**config.mk**
```make
export PLATFORM = sky130hd
export DESIGN_NAME = pipe_ctrl
export DESIGN_NICKNAME = d
export VERILOG_FILES = /design/src/rtl/project_types.sv /design/src/rtl/mc_seq.sv /design/src/rtl/pipe_ctrl.sv
export SDC_FILE = /design/constraint.sdc
export NUM_CORES = 1
export LEC_CHECK = 0
export CAP_MARGIN = 15
export CORE_UTILIZATION = 35
export DETAILED_ROUTE_END_ITERATION = 6
export GPL_ROUTABILITY_DRIVEN = 0
export GPL_TIMING_DRIVEN = 0
export PLACE_DENSITY = 0.59
export SYNTH_ARGS = -nofsm -noshare
export SYNTH_HDL_FRONTEND = slang
export SYNTH_SLANG_ARGS = --single-unit
```
**constraint.sdc**
```tcl
create_clock -name clk -period 1.79 [get_ports clk]
set_input_delay 0.2685 -clock clk [delete_from_list [all_inputs] [get_ports clk]]
set_output_delay 0.2685 -clock clk [all_outputs]
set_load 0.05 [all_outputs]
```
**src/rtl/project_types.sv**
```systemverilog
// project_types: shared stall vectors and multicycle sequencer states for pipe_ctrl.
package project_types;
   typedef logic [5:0] stall_t;
   localparam stall_t STALL_NONE = 6'b000000;
   localparam stall_t STALL_IF   = 6'b000011;
   localparam stall_t STALL_ID   = 6'b000111;
   localparam stall_t STALL_EX   = 6'b001111;
   localparam stall_t STALL_MEM  = 6'b011111;
   localparam int MC_CNT_W = 6;
   typedef enum logic [1:0] {RUN, BUSY, DONE} mc_state_t;
endpackage

```
**src/rtl/mc_seq.sv**
```systemverilog
// mc_seq: multicycle EX op sequencer (RUN -> BUSY -> DONE) with its cycle counter.
module mc_seq (
   input  logic       clk,
   input  logic       rst,
   input  logic       start,
   input  logic [5:0] cycles,
   input  logic       mem_stall,
   output logic       ex_stall,
   output logic       busy,
   output logic       done
);
   import project_types::*;
   mc_state_t state;
   logic [MC_CNT_W-1:0] cnt;
   logic busy_q, done_q;
   always_ff @(posedge clk) begin
      if (rst) begin
         state  <= RUN;
         cnt    <= '0;
         busy_q <= 1'b0;
         done_q <= 1'b0;
      end else begin
         case (state)
            RUN: if (start) begin
               cnt    <= (cycles == '0) ? MC_CNT_W'(1) : cycles;
               state  <= BUSY;
               busy_q <= 1'b1;
            end
            BUSY: begin
               cnt <= cnt - MC_CNT_W'(1);
               if (cnt == MC_CNT_W'(1)) begin
                  state  <= DONE;
                  busy_q <= 1'b0;
                  done_q <= 1'b1;
               end
            end
            DONE: if (!mem_stall) begin
               state  <= RUN;
               done_q <= 1'b0;
            end
            default: begin
               state  <= RUN;
               busy_q <= 1'b0;
               done_q <= 1'b0;
            end
         endcase
      end
   end
   // Reset is synchronous, so outputs are masked while rst is held.
   assign ex_stall = !rst && ((state == RUN && start) || state == BUSY);
   assign busy     = !rst && busy_q;
   assign done     = !rst && done_q;
endmodule

```
**src/rtl/pipe_ctrl.sv**
```systemverilog
// pipe_ctrl: pipeline hold vector, delay-slot tracking and optional PC-stall counter.
// Define PIPE_CTRL_PERF_EN to add perf_stall_cnt_o.
module pipe_ctrl (
   input  logic        clk,
   input  logic        rst,
   input  logic        if_stall_req,
   input  logic        id_load_use,
   input  logic        ex_mc_start,
   input  logic [5:0]  ex_mc_cycles,
   input  logic        mem_stall_req,
   input  logic        id_jump_en,
   output logic [5:0]  stall_o,
   output logic        ex_mc_busy_o,
   output logic        ex_mc_done_o,
   output logic        delay_slot_o
`ifdef PIPE_CTRL_PERF_EN
   ,
   output logic [31:0] perf_stall_cnt_o
`endif
);
   import project_types::*;
   logic ex_stall;
   mc_seq u_mc_seq (
      .clk       (clk),
      .rst       (rst),
      .start     (ex_mc_start),
      .cycles    (ex_mc_cycles),
      .mem_stall (mem_stall_req),
      .ex_stall  (ex_stall),
      .busy      (ex_mc_busy_o),
      .done      (ex_mc_done_o)
   );
   always_comb
      stall_o = rst           ? STALL_NONE :
                mem_stall_req ? STALL_MEM  :
                ex_stall      ? STALL_EX   :
                id_load_use   ? STALL_ID   :
                if_stall_req  ? STALL_IF   : STALL_NONE;
   // A jump seen while ID is held only counts once ID actually advances.
   always_ff @(posedge clk)
      delay_slot_o <= rst ? 1'b0 : (stall_o[2] ? delay_slot_o : id_jump_en);
`ifdef PIPE_CTRL_PERF_EN
   always_ff @(posedge clk)
      if (rst) perf_stall_cnt_o <= '0;
      else if (stall_o[0] && perf_stall_cnt_o != '1) perf_stall_cnt_o <= perf_stall_cnt_o + 32'd1;
`endif
endmodule
```
======== After elaboration in Yosys (flattened, before gate mapping) ========
Index checks and enable logic that the tools add are counted.
word-level totals
  output and inout bits ................... 9
  register bits after elaboration ......... 11
operators by class
  equal/unequal tests ..................... 6
  add/sub/neg operators ................... 1
  reduce and logical (&&, ||, !) cells .... 13
  bitwise logic cells ..................... 2
  mux-type cells .......................... 18
operators by type and width
  kind                                                                count
  6-bit two-way mux                                                   2
  6-bit one-hot mux with 2 select lines                               1
  5-bit two-way mux                                                   2
  3-bit AND reduction                                                 3
  2-bit two-way mux                                                   4
  6-bit by 1-bit == test with 1-bit output, second input constant     1
  6-bit zero test                                                     1
  1-bit one-hot mux with 3 select lines                               2
  2-bit one-hot mux with 3 select lines                               1
  6-bit by 1-bit subtractor with 6-bit output, second input constant  1
  1-bit logical AND                                                   4
  1-bit two-way mux                                                   4
  4-bit two-way mux                                                   1
  2-bit != test, second input constant                                2
  3-bit two-way mux                                                   1
  2-bit by 1-bit == test with 1-bit output, second input constant     1
  2-bit == test, second input constant                                1
  2-bit zero test                                                     1
  2-bit by 1-bit != test with 1-bit output, second input constant     1
  1-bit inverter                                                      2
  2-bit AND reduction                                                 1
  2-bit nonzero test                                                  1
  1-bit zero test                                                     1
  1-bit logical OR                                                    1

======== Longest topological paths before layout ========
Gate-level depths: netlist of run 1.
  word-level depth ........................ 7
  depth in mapped cells ................... 6

======== Modules after synthesis ========
Synthesis of run 1 repeated with hierarchy kept, for this count alone.
unflattened totals
  cells, all modules ...................... 86
  area total of the unflattened synthesis .. 706.9 um2
by module, submodules not included
  module     area each (um2)  instances  seq. area each (um2)  cells an instance
  mc_seq     614.3            1          200.2                 72
  pipe_ctrl  92.6             1          20.0                  14

======== Worst setup path after synthesis of run 1 ========
OpenSTA, ideal clock, no wires.
  path type ............................... register -> output
  start point ............................. register u_mc_seq.state[1]
  end point ............................... output port stall_o[1]
  path buffers ............................ 2
  stages on the path, launching flop included .. 5
  path slack .............................. -0.471 ns
  arrival ................................. 1.992 ns
  cell sequence ........................... dfxtp_1 buf_2 o21bai_2 a31oi_1 buf_4
between the ends
  longest elaborated chain between the ends .. 7
  elaborated cells on any way between the ends .. 8
ends and longest elaborated chain
  what                      line             text
  start: declaration        mc_seq.sv:13     mc_state_t state;
  start signal: assignment  mc_seq.sv:18     state <= RUN;
  start signal: assignment  mc_seq.sv:26     state <= BUSY;
  start signal: assignment  mc_seq.sv:32     state <= DONE;
  2-bit zero test           mc_seq.sv:50     assign ex_stall = !rst && ((state == RUN && start) || state == BUSY);
  1-bit logical AND         mc_seq.sv:50
  1-bit logical OR *        mc_seq.sv:50
  1-bit logical AND *       mc_seq.sv:50
  4-bit two-way mux *       pipe_ctrl.sv:36  ex_stall ? STALL_EX :
  5-bit two-way mux *       pipe_ctrl.sv:35  mem_stall_req ? STALL_MEM :
  5-bit two-way mux *       pipe_ctrl.sv:34  stall_o = rst ? STALL_NONE :
  end: declaration          pipe_ctrl.sv:12  output logic [5:0] stall_o,
Mark *: on every way between the ends. The rest lies on a longest branch, timed or not.

======== Worst setup path in the final report of run 1 ========
  start point ............................. register u_mc_seq.state[1]
  end point ............................... output port stall_o[3]
Same word-level chain as after synthesis.

==> results of run 1 <==
==> state kept, by name (all words and copies together) (netlist names) <==
register,cells
delay_slot_o,1
u_mc_seq.busy_q,1
u_mc_seq.cnt,6
u_mc_seq.done_q,1
u_mc_seq.state,2
==> critical path, delay by kind of cell (launching register included) <==
family	cells	cell delay [ps]
buffers and inverters	3	490
flip-flops	1	330
AO/OA/AOI/OAI	2	330
==> cell usage in the layout (no fill, tap or decap), types with 2 or more instances in the layout <==
cell,instances
dlygate4sd2_1,2
nor4_1,2
nor2_1,9
nand3b_1,4
ha_1,2
nor2b_1,4
clkbuf_2,3
buf_4,6
clkbuf_4,4
or2_2,2
o21ai_0,2
clkdlybuf4s50_1,11
a21oi_1,10
nor3_1,3
dfxtp_1,11
nand2b_1,4
nand2_1,3
buf_2,2
inv_1,6
==> routing by layer <==
layer  up-vias  global-route usage (%)
met5         -                       0
met1       320                    26.6
met2        20                    30.3
li1        358                       -
met3         2                    8.24
met4         0                    7.06
==> final timing paths <==
path / startpoint / end / slack, ps
setup / recovery: u_mc_seq.state[1] / stall_o[3] / 90
hold / removal: rst / u_mc_seq.cnt[0] / 330
setup reg to reg: u_mc_seq.cnt[0] / u_mc_seq.busy_q / 310
hold reg to reg: u_mc_seq.done_q / u_mc_seq.done_q / 470
==> stage by stage <==
stage          cell area (um^2)  worst slack [ps]  power (W)
2_1_floorplan               703             -2.16   0.000464
3_3_place_gp                925              -651   0.000540
3_5_place_dp                925              -640   0.000542
4_1_cts                     961              13.2   0.000718
5_1_grt                     965              13.6   0.000759
6_report                    965              89.0   0.000718
==> Yosys cell counts (all sizes together) (2+ instances only) <==
master  instances
or2             3
dfxtp          11
nor4            2
nor2b           4
ha              2
clkbuf          2
a21oi          10
buf             4
nand2           3
nand2b          4
o21ai           3
nand3b          4
nor2            9
inv             6
a31oi           2
nor3            3
==> layout make-up <==
class                           count  area [um^2]  area share (%)
Multi-Input combinational cell     64          435            45.1
Buffer                              6         43.8            4.54
Tap cell                           25         31.3            3.24
Timing Repair Buffer               21          185            19.2
Clock buffer                        4         26.3            2.72
Inverter                            6         22.5            2.33
Sequential cell                    11          220            22.8
==> where the power goes <==
| group | internal, W | switching, W |
|---|---|---|
| clock | 0.0000865 | 0.0000881 |
| combinational | 0.000111 | 0.000137 |
| sequential | 0.000269 | 0.0000261 |
==> cell families (layout without fill, tap and decap cells) <==
kind of cell | Yosys count | in the layout | share of synthesized area, %
adder cells (fa/ha/maj) | 2 | 2 | 3.64
AND/OR/NAND/NOR | 36 | 36 | 30.2
other | 1 | 1 | 0.545
buffers and inverters | 12 | 37 | 8.00
flip-flops | 11 | 11 | 32.0
AO/OA/AOI/OAI | 24 | 24 | 24.2
multiplexers | 1 | 1 | 1.45
==> what timing repair did <==
action	in CTS	in global routing
pin swaps	1	0
setup buffers	2	0
resized for setup	24	10
endpoints found under the setup margin	7	4
==> run_results.csv, run 1 <==
group,metric,value,unit
routing,vias,700,
floorplanning,die_width,46.3,um
routing,dr_wl_met2,815,um
routing,drt_iter0_drc,21,
cells_and_area,drive_gt1_share,20.5,%
critical_path,max_stage_delay,330,ps
routing,drcViolationCount,0,
worst_hold_path,worstHoldPathType,"primary input to flip-flop",
yosys,synth-main-ff-cell,"dfxtp_1",
global_routing,grt_max_degree,11,
routing,top_layer,"met4",
yosys,synth_cell_type_count,34,
global_routing,grt_first_pass_wirelength,2990,um
placement,place_inst,131,
cells_and_area,diodes,0,
floorplanning,start_util,38.6,%
routing,wl_per_cell,13.0,um
routing,wl,1780,um
yosys,synth_top_area_share,32.0,%
global_routing,grt-ovfl-total,0,
critical_path,rr_worst_depth,5,
floorplanning,ioPinCount,22,
sta,slew_headroom,57.1,%
critical_path,cp-start-kind,"flip-flop",
placement,hpwlAfterDp,1290,um
sta,rsz0062_at_grt,"no",
sta,clock.fmax,588,MHz
clock_tree,clockBufferDepth,2,
yosys,postSynthAreaPerCell,7.91,um^2
floorplanning,core_area,1780,um^2
yosys,synth_edf_count,0,
power_and_ir_drop,p_leak,0.409,nW
power_and_ir_drop,powerDensity,744,nW/um^2
routing,drtPass1Iterations,4,
yosys,synthCells,87,
critical_path,worstPathMaxFanout,10,
clock_tree,clock_latency,280,ps
clock_tree,numCtsBuffers,3,
cells_and_area,postLayoutCoreUtil,54.1,%
yosys,syn_area,688,um^2
placement,portBuffers,19,
sta,hold_violations,0,
floorplanning,num_rows,15,
floorplanning,dieHeight,46.3,um
clock_tree,cts_sinks,11,
run_status,status,"finished, final reports clean",
sta,setup_viol,0,
sta,finalSetupTns,0,ps
critical_path,path_cells,"buf_6 > o21bai_4 > buf_4 > a21oi_1 > buf_4",
worst_hold_path,hold_depth,2,
global_routing,antenna_found_initial,0,
cells_and_area,syn_to_final_growth,40.2,%
critical_path,critPathMostFrequentCell,"buf_4",
yosys,synth_area_leaders,"dfxtp_1 (32%), a21oi_1 (7.3%), nor2_1 (4.9%)",
cells_and_area,fin_cells,137,
yosys,yosysWarnings,0,
yosys,ys_seq_area_share,32.0,%
sta,fin_crit,1700,ps
critical_path,required,1520,ps
clock_tree,root_buffer,"clkbuf_4",
routing,ant_nets,0,
sta,drv_slew,0,
critical_path,cp.arrival,1430,ps
critical_path,crit_slowest_cell,"dfxtp_1",
sta,fin_skew,13.7,ps
floorplanning,fp.dieArea,2150,um^2
power_and_ir_drop,vdd_ir_drop_max,548,uV
clock_tree,clkTransAtPathRegs,80,ps
routing,drt-met1-wl,843,um
cells_and_area,nFillCells,173,
yosys,async_flop_share,0,%
routing,vias_per_cell,5.11,
global_routing,grt_pass1_vias,644,
clock_tree,htreeDepth,1,
sta,hold_ws,334,ps
run,timing.max_cap.violations,0,
clock_tree,cts_tree,"done",
critical_path,path_class,"flip-flop to output pin",
yosys,syn_nets,102,
yosys,synth_largest_area_cell,"dfxtp_1",
yosys,ys_ff_latch,11,
clock_tree,cts_hold_buffers,0,
sta,worst_slew_pin_slew,634,ps
cells_and_area,nNetsFinal,128,
sta,min_period_over_period,95.0,%
routing,routed-wl-met3,101,um
global_routing,grt_usage,20.5,%
critical_path,end_kind,"output pin",
Power figures use the tool's default switching activity.
==> run 2, diff against run 1 <==
Settings changed: HOLD_SLACK_MARGIN from default to 0.08.
==> results of run 2 <==
The final DEF is identical to that of run 1; final timing and power are the same.
==> run 3, diff against run 2 <==
Clock period 1.79 ns to 2.2 ns, I/O delays scaled along.
==> run 3 against run 2 <==
Compared with the run above:
- utilization shrank 1.1 points
- hold slack improved by 130 ps
- combinational power fell by 22%
- wire length decreased by 2.4%
- cell area decreased by 1.9%
- register-to-register slack improved by 410 ps
- sequential power down 19%
- non-clock buffer count decreased by 2
- clock skew fell by 8.0 ps
- via count is 2.3% lower
==> run_results.csv, run 3 (synthesized netlist as in run 1, its figures left out) <==
group,metric,value,unit
cells_and_area,fin_cells,135,
clock_tree,clkTransAtPathRegs,70,ps
floorplanning,core_area,1780,um^2
floorplanning,start_util,38.6,%
critical_path,worstPathMaxFanout,3,
floorplanning,die_width,46.3,um
cells_and_area,nNetsFinal,126,
clock_tree,htreeDepth,1,
routing,drt_iter0_drc,9,
global_routing,met1_usage,21.9,%
routing,vias,684,
routing,drtPass1Iterations,3,
critical_path,crit_family,"buffers and inverters",
routing,drcViolationCount,0,
routing,wl,1740,um
critical_path,regToRegEndpoint,"u_mc_seq.state[1]",
routing,wl_per_cell,12.9,um
clock_tree,cts_sinks,11,
global_routing,grt_pass1_vias,653,
sta,hold_violations,0,
power_and_ir_drop,powerDensity,611,nW/um^2
worst_hold_path,hold_depth,2,
sta,hold_ws,461,ps
critical_path,max_stage_delay,800,ps
placement,hpwlAfterDp,1280,um
critical_path,r2r-start,"u_mc_seq.cnt[0]",
critical_path,critPathMostFrequentCell,"clkdlybuf4s50_1",
global_routing,grt_usage,19.0,%
worst_hold_path,worstHoldPathType,"flip-flop to flip-flop",
critical_path,end_kind,"output pin",
global_routing,grt-ovfl-total,0,
global_routing,antenna_found_initial,0,
floorplanning,num_rows,15,
cells_and_area,top_register,"u_mc_seq.cnt",
clock_tree,root_buffer,"clkbuf_4",
cells_and_area,largest_reg_flops,6,
global_routing,grt_util_met3,4.71,%
sta,rsz0062_at_grt,"no",
run,timing.max_cap.violations,0,
global_routing,grt_max_degree,11,
sta,finalSetupTns,0,ps
sta,fin_crit,2120,ps
critical_path,r2r_slack,720,ps
critical_path,crit_slowest_cell,"clkdlybuf4s50_1",
sta,worst_slew_pin_slew,581,ps
sta,fin_skew,5.75,ps
global_routing,use_met2,32.5,%
clock_tree,clockBufferDepth,2,
critical_path,cp.arrival,1790,ps
global_routing,top_usage_layer,"met2",
critical_path,worst-path-buf-inv,3,
floorplanning,dieHeight,46.3,um
routing,vias_per_cell,5.07,
critical_path,path_class,"primary input to output pin",
worst_hold_path,min-delay-start,"u_mc_seq.done_q",
placement,place_inst,131,
clock_tree,numCtsBuffers,3,
power_and_ir_drop,vdd_ir_drop_max,324,uV
floorplanning,fp.dieArea,2150,um^2
cells_and_area,largestRegisters,"u_mc_seq.cnt: 6 flops, u_mc_seq.state: 2 flops",
cells_and_area,mostFrequentLayoutCells,"clkdlybuf4s50_1 (15), dfxtp_1 (11), a21oi_1 (10), nor2_1 (9), inv_1 (6)",
global_routing,grt_first_pass_wirelength,2800,um
sta,min_period_over_period,96.5,%
sta,slew_headroom,60.7,%
worst_hold_path,hold_end,"u_mc_seq.done_q",
placement,portBuffers,19,
critical_path,cp-start-kind,"primary input",
sta,clock.fmax,471,MHz
clock_tree,cts_hold_buffers,0,
critical_path,required,1870,ps
clock_tree,clock_latency,270,ps
cells_and_area,diodes,0,
power_and_ir_drop,p_leak,0.379,nW
cells_and_area,drive_gt1_share,14.5,%
critical_path,rr_worst_depth,4,
run_status,status,"finished, final reports clean",
clock_tree,cts_tree,"done",
sta,drv_slew,0,
cells_and_area,syn_to_final_growth,37.5,%
cells_and_area,mostFrequentLayoutCell,"clkdlybuf4s50_1",
floorplanning,ioPinCount,22,
sta,setup_viol,0,
critical_path,path_cells,"clkdlybuf4s50_1 > inv_1 > nor2_1 > clkdlybuf4s50_1",
routing,ant_nets,0,
run 3: cell count changes in the layout (fill, tap and decap cells not counted), sizes merged:
| cell | before | now |
|---|---|---|
| clkdlybuf4s15 | 0 | 1 |
| buf | 9 | 5 |
| clkbuf | 8 | 6 |
| dlymetal6s2s | 1 | 0 |
| clkdlybuf4s50 | 11 | 15 |
run 3: worst max-delay path by stage:
stage | end | cells after the start | slack [ps] | from
final | stall_o[4] | 4 | 80 | mem_stall_req
after global placement | stall_o[1] | 5 | -350 | ex_mc_start
after detailed placement | stall_o[1] | 5 | -330 | ex_mc_start
after global routing | stall_o[4] | 4 | 9 | mem_stall_req
after CTS | stall_o[0] | 4 | 30 | u_mc_seq.state[1]
after floorplan | stall_o[1] | 4 | 250 | u_mc_seq.state[1]
run 3: timing repair:
item | in CTS | in global routing
endpoints found under the setup margin | 5 | 1
buffers inserted | 0 | 0
hold endpoints to repair | 0 | 0
gates resized for setup | 6 | 2
run 3: layer usage:
metal  vias to the layer above  wire length (um)  part of all wire [%]
li1                        353                 -                     -
met4                         0                14                  0.81
met5                         -                 0                     0
met3                         2                88                   5.1
met2                        21               804                    46
met1                       308               828                    48
run 3: stage by stage:
step	setup WS, ps	instance area [um^2]	total power, W	utilization, %
global placement	-350	916	0.000437	51.4
CTS	31.5	937	0.000581	52.6
global route	8.99	946	0.000610	53.1
finish	77.0	946	0.000578	53.1
floorplan	254	694	0.000376	-
detailed placement	-333	916	0.000439	51.4
run 3: power breakdown:
group	leakage, nW	switching (W)	internal, W
registers	0.0909	0.0000203	0.000219
clock network	0.0150	0.0000746	0.0000702
logic	0.273	0.000107	0.0000873
run 3: final cells by class:
| type | count | area (um^2) |
|---|---|---|
| Sequential cell | 11 | 220 |
| Inverter | 6 | 22.5 |
| Buffer | 6 | 33.8 |
| Fill cell | 184 | 837 |
| Multi-Input combinational cell | 64 | 427 |
| Timing Repair Buffer | 19 | 185 |
| Clock buffer | 4 | 26.3 |
| Tap cell | 25 | 31.3 |
run 3: worst min-delay path, stage by stage (launching register included):
cell	delay, ps
dfxtp_1	310
nand2_1	50
a21oi_1	50
